`config.mk`:
```
export PLATFORM = sky130hd
export DESIGN_NAME = mem_datos_arbiter
export DESIGN_NICKNAME = d
export VERILOG_FILES = /design/src/rtl/mem_datos_arbiter.sv
export SDC_FILE = /design/constraint.sdc
export NUM_CORES = 1
export LEC_CHECK = 0
export CAP_MARGIN = 20
export CORE_ASPECT_RATIO = 1.25
export CORE_MARGIN = 2
export CORE_UTILIZATION = 44
export DETAILED_ROUTE_END_ITERATION = 10
export PLACE_DENSITY = 0.86
export REMOVE_ABC_BUFFERS = 1
export SLEW_MARGIN = 20
export SYNTH_ARGS = -nofsm -noshare
export SYNTH_HDL_FRONTEND = slang
export SYNTH_SLANG_ARGS = --single-unit
```
`constraint.sdc`:
```
create_clock -name clk -period 3.44 [get_ports clk]
set_clock_uncertainty 0.05 [all_clocks]
set_input_delay 1.032 -clock clk [delete_from_list [all_inputs] [get_ports clk]]
set_output_delay 1.032 -clock clk [all_outputs]
set_load 0.01 [all_outputs]
```
`src/rtl/mem_datos_arbiter.sv`:
```
// Two-port arbiter/sequencer in front of the single-port data memory.
// Grants one access at a time, drives the memory pins and returns done/err/rdata to the winner.
module mem_datos_arbiter #(
   parameter int unsigned ADDR_W    = 5,
   parameter int unsigned DATA_W    = 32,
   parameter int unsigned RR        = 1,
   parameter int unsigned ALIGN_CHK = 1
) (
   input  logic              clk,
   input  logic              rst,
   input  logic              r0_req_i,
   input  logic              r0_we_i,
   input  logic [ADDR_W-1:0] r0_addr_i,
   input  logic [DATA_W-1:0] r0_wdata_i,
   output logic              r0_gnt_o,
   output logic              r0_done_o,
   output logic              r0_err_o,
   output logic [DATA_W-1:0] r0_rdata_o,
   input  logic              r1_req_i,
   input  logic              r1_we_i,
   input  logic [ADDR_W-1:0] r1_addr_i,
   input  logic [DATA_W-1:0] r1_wdata_i,
   output logic              r1_gnt_o,
   output logic              r1_done_o,
   output logic              r1_err_o,
   output logic [DATA_W-1:0] r1_rdata_o,
   output logic              mem_we_o,
   output logic [ADDR_W-1:0] mem_addr_o,
   output logic [DATA_W-1:0] mem_wdata_o,
   input  logic [DATA_W-1:0] mem_rdata_i
);

   typedef enum logic [1:0] {IDLE, ACCESS, RESP} state_t;

   state_t              state_q, state_d;
   logic                winner_q, winner_d;
   logic                lastWin_q, lastWin_d;
   logic                latWe_q, latWe_d;
   logic [ADDR_W-1:0]   latAddr_q, latAddr_d;
   logic [DATA_W-1:0]   latWdata_q, latWdata_d;
   logic [DATA_W-1:0]   rdata0_q, rdata0_d;
   logic [DATA_W-1:0]   rdata1_q, rdata1_d;

   logic misaligned;
   logic anyReq;
   logic pick;
   logic arbitrate;

   assign misaligned = (ALIGN_CHK != 0) && (latAddr_q[1:0] != 2'b00);
   assign anyReq     = r0_req_i | r1_req_i;

   // On a tie, round-robin hands the grant to whichever port did not win last time.
   always_comb begin
      pick = 1'b0;
      if (r0_req_i && r1_req_i) begin
         pick = (RR != 0) ? ~lastWin_q : 1'b0;
      end else begin
         pick = ~r0_req_i;
      end
   end

   always_comb begin
      state_d    = state_q;
      winner_d   = winner_q;
      lastWin_d  = lastWin_q;
      latWe_d    = latWe_q;
      latAddr_d  = latAddr_q;
      latWdata_d = latWdata_q;
      rdata0_d   = rdata0_q;
      rdata1_d   = rdata1_q;
      arbitrate  = 1'b0;
      r0_gnt_o   = 1'b0;
      r1_gnt_o   = 1'b0;
      r0_done_o  = 1'b0;
      r1_done_o  = 1'b0;
      r0_err_o   = 1'b0;
      r1_err_o   = 1'b0;
      mem_we_o   = 1'b0;

      case (state_q)
         IDLE: begin
            arbitrate = 1'b1;
         end
         ACCESS: begin
            r0_gnt_o = ~rst & ~winner_q;
            r1_gnt_o = ~rst &  winner_q;
            mem_we_o = ~rst & latWe_q & ~misaligned;
            state_d  = RESP;
            if (!latWe_q && !misaligned) begin
               if (winner_q) rdata1_d = mem_rdata_i;
               else          rdata0_d = mem_rdata_i;
            end
         end
         RESP: begin
            r0_done_o = ~rst & ~winner_q;
            r1_done_o = ~rst &  winner_q;
            r0_err_o  = ~rst & ~winner_q & misaligned;
            r1_err_o  = ~rst &  winner_q & misaligned;
            state_d   = IDLE;
            arbitrate = 1'b1;
         end
         default: begin
            state_d = IDLE;
         end
      endcase

      // Request fields are sampled only at the arbitration edge.
      if (arbitrate && anyReq) begin
         state_d    = ACCESS;
         winner_d   = pick;
         lastWin_d  = pick;
         latWe_d    = pick ? r1_we_i    : r0_we_i;
         latAddr_d  = pick ? r1_addr_i  : r0_addr_i;
         latWdata_d = pick ? r1_wdata_i : r0_wdata_i;
      end
   end

   always_ff @(posedge clk) begin
      if (rst) begin
         state_q    <= IDLE;
         winner_q   <= 1'b0;
         lastWin_q  <= 1'b1;
         latWe_q    <= 1'b0;
         latAddr_q  <= '0;
         latWdata_q <= '0;
         rdata0_q   <= '0;
         rdata1_q   <= '0;
      end else begin
         state_q    <= state_d;
         winner_q   <= winner_d;
         lastWin_q  <= lastWin_d;
         latWe_q    <= latWe_d;
         latAddr_q  <= latAddr_d;
         latWdata_q <= latWdata_d;
         rdata0_q   <= rdata0_d;
         rdata1_q   <= rdata1_d;
      end
   end

   assign mem_addr_o  = latAddr_q;
   assign mem_wdata_o = latWdata_q;
   assign r0_rdata_o  = rdata0_q;
   assign r1_rdata_o  = rdata1_q;

endmodule

```
==> impl_metrics.json <==
{
  "cp.required_ns": 2.36,
  "cts-root-buf": "clkbuf_16",
  "async_reset_ff_share_pct": 0,
  "synthTopCellsByArea": "dfxtp_1 (46%), mux2i_1 (14%), nand2b_1 (13%), a311oi_1 (7.2%), nand3_1 (4.1%)",
  "vias_per_cell": 5.321,
  "p_per_area_mw_per_mm2": 400.8,
  "synth_top_area_share_pct": 46.09,
  "grt_overflow": 0,
  "crit_path_start_kind": "input pin",
  "place_hpwl_mm": 9.500,
  "grt_pass1_vias": 4151,
  "nets": 794,
  "synth-edff-count": 0,
  "core_area_sq_mm": 0.01016,
  "crit_arrival_ns": 2.30,
  "cts-buffers-inserted": 9,
  "die_w_microns": 95.50,
  "synth_area_sq_mm": 0.004604,
  "synth_commonest_cells": "dfxtp_1 (106), nand2b_1 (98), mux2i_1 (64)",
  "cts_hold_buf": 0,
  "wirelength_mm": 13.22,
  "place_congestion": 0.7458,
  "setup_ws_ns": 0.05473,
  "wire_per_inst_microns": 16.22,
  "synth_most_common_cell": "dfxtp_1",
  "grt_max_degree": 112,
  "final_antenna_net_count": 0,
  "post_cts_buffers": 0,
  "placed_area_sq_mm": 0.006818,
  "cp_max_fo": 7,
  "netlist.top_cell.by_area": "dfxtp_1",
  "hold_viol_final": 0,
  "vdd_drop_max_uv": 215.3,
  "finalCritPeriodShare_pct": 98.41,
  "endpoint_kind": "primary output",
  "syn_avg_cell_area_sq_um": 9.340,
  "io_pins": 220,
  "pre_cts_ws_ns": 0.08178,
  "power_uw": 2835,
  "synthFlopType": "dfxtp_1",
  "ys_ff_latch": 106,
  "cts_tree": "built",
  "die_y_microns": 118.4,
  "slew_headroom_pct": 45.34,
  "dr.pass1.iters": 4,
  "clkLatencyLatePin_ns": 0.34,
  "port_buffers": 219,
  "drc": 0,
  "path_class": "input pin to primary output",
  "start_util_pct": 45.33,
  "diodes": 0,
  "synth_warnings": 0,
  "drt-initial-drc-count": 129,
  "p_leak_uw": 0.002686,
  "status": "finished clean",
  "clkTransAtPathRegs_ns": 0.06,
  "grt_pass1_wl_mm": 20.43,
  "post-route-util_pct": 69.64,
  "vias": 4337,
  "worst_slew_pin_slew_ns": 0.8198,
  "fin_crit_ns": 3.385,
  "track_usage_pct": 22.66,
  "clockBufferDepth": 2,
  "slew_violations": 0,
  "antenna_found_initial": 0,
  "final_cell_area_sq_mm": 0.007073,
  "ys_types": 27,
  "syn_to_final_growth_pct": 53.61,
  "die-area_sq_mm": 0.01130,
  "rows": 41,
  "cts.sinks": 106,
  "hold_path.class": "flip-flop to flip-flop",
  "cts_max_level": 3,
  "setup_viol": 0,
  "maxCapViolations": 0,
  "rsz0062_at_grt": "no",
  "drive_above_1_share_pct": 3.936,
  "synth_seq_area_share_pct": 46.09,
  "syn_inst": 493,
  "cts_resized": 0,
  "fmax_mhz": 295.4,
  "hold_slack_ns": 0.4251
}
## layout by cell type, fill, tap and decap left out, drive strengths merged, types with 2 or more instances in the layout
cell type      netlist  routed
nor2                41      41
nand3               38      38
clkdlybuf4s50        0     218
a311oi              38      38
mux2i               64      64
nor3                 4       4
o21ai               38      38
and3                 2       2
or4                  2       2
nor4                 2       2
and2                 2       2
inv                  2       2
clkinvlp             0       2
clkbuf              36      13
nand2b              98      98
dfxtp              106     106
nor2b                2       2
buf                 13       9
## critical path, stage by stage
cell,delay (ns)
buf_4,0.13
nor3b_1,0.37
and3_1,0.22
clkdlybuf4s50_1,0.54
## routing by layer
metal | vias to the layer above | routed length, microns | GRT usage [%]
met1 | 2022 | 5260 | 26.15
met4 | 0 | 232 | 6.875
met2 | 197 | 6377 | 38.60
met5 | - | 0 | 0
met3 | 18 | 1351 | 8.222
li1 | 2100 | - | -
## flip-flops by register name, summed over array words and instances, names as in the netlist
register     flops
mem_wdata_o     32
r0_rdata_o      32
r1_rdata_o      32
mem_addr_o       5
state_q          2
lastWin_q        1
latWe_q          1
winner_q         1
## power by group
group          switching (uW)  total [uW]  internal (uW)
clock network             430         919            489
logic                     243         572            329
registers                44.4        1340           1300
## cells by family (layout without fill, tap and decap cells)
kind of cell | Yosys count | in the layout | synth area share [%]
and+or+nand+nor | 194 | 194 | 23.34
AOI/OAI and AO/OA | 78 | 78 | 11.74
buffers and inverters | 51 | 244 | 4.918
DFF | 106 | 106 | 46.09
muxes | 64 | 64 | 13.91
## area by class of cell
type	instances	area [sq um]
clock inverter	2	15.01
sequential	106	2122
inverter	2	7.507
multi-input combinational	336	2265
clock buffer	13	240.2
timing repair buffer	227	2262
fill	793	3084
tap	129	161.4
## through the flow
step / setup TNS, ns / std cells
floorplan: -44.15 / 444
finish: 0 / 815
global route: 0 / 815
detailed placement: 0 / 800
global placement: 0 / 800
CTS: 0 / 815
## path summary, 6_finish.rpt
path	start	to	slack [ns]	cells after the start
max	rst	r1_err_o	0.05	4
min	r0_rdata_o[1]	r0_rdata_o[1]	0.43	2
max reg2reg	state_q[0]	r1_rdata_o[5]	1.61	3
min reg2reg	r0_rdata_o[1]	r0_rdata_o[1]	0.43	2
(Power assumes the default switching activity.)
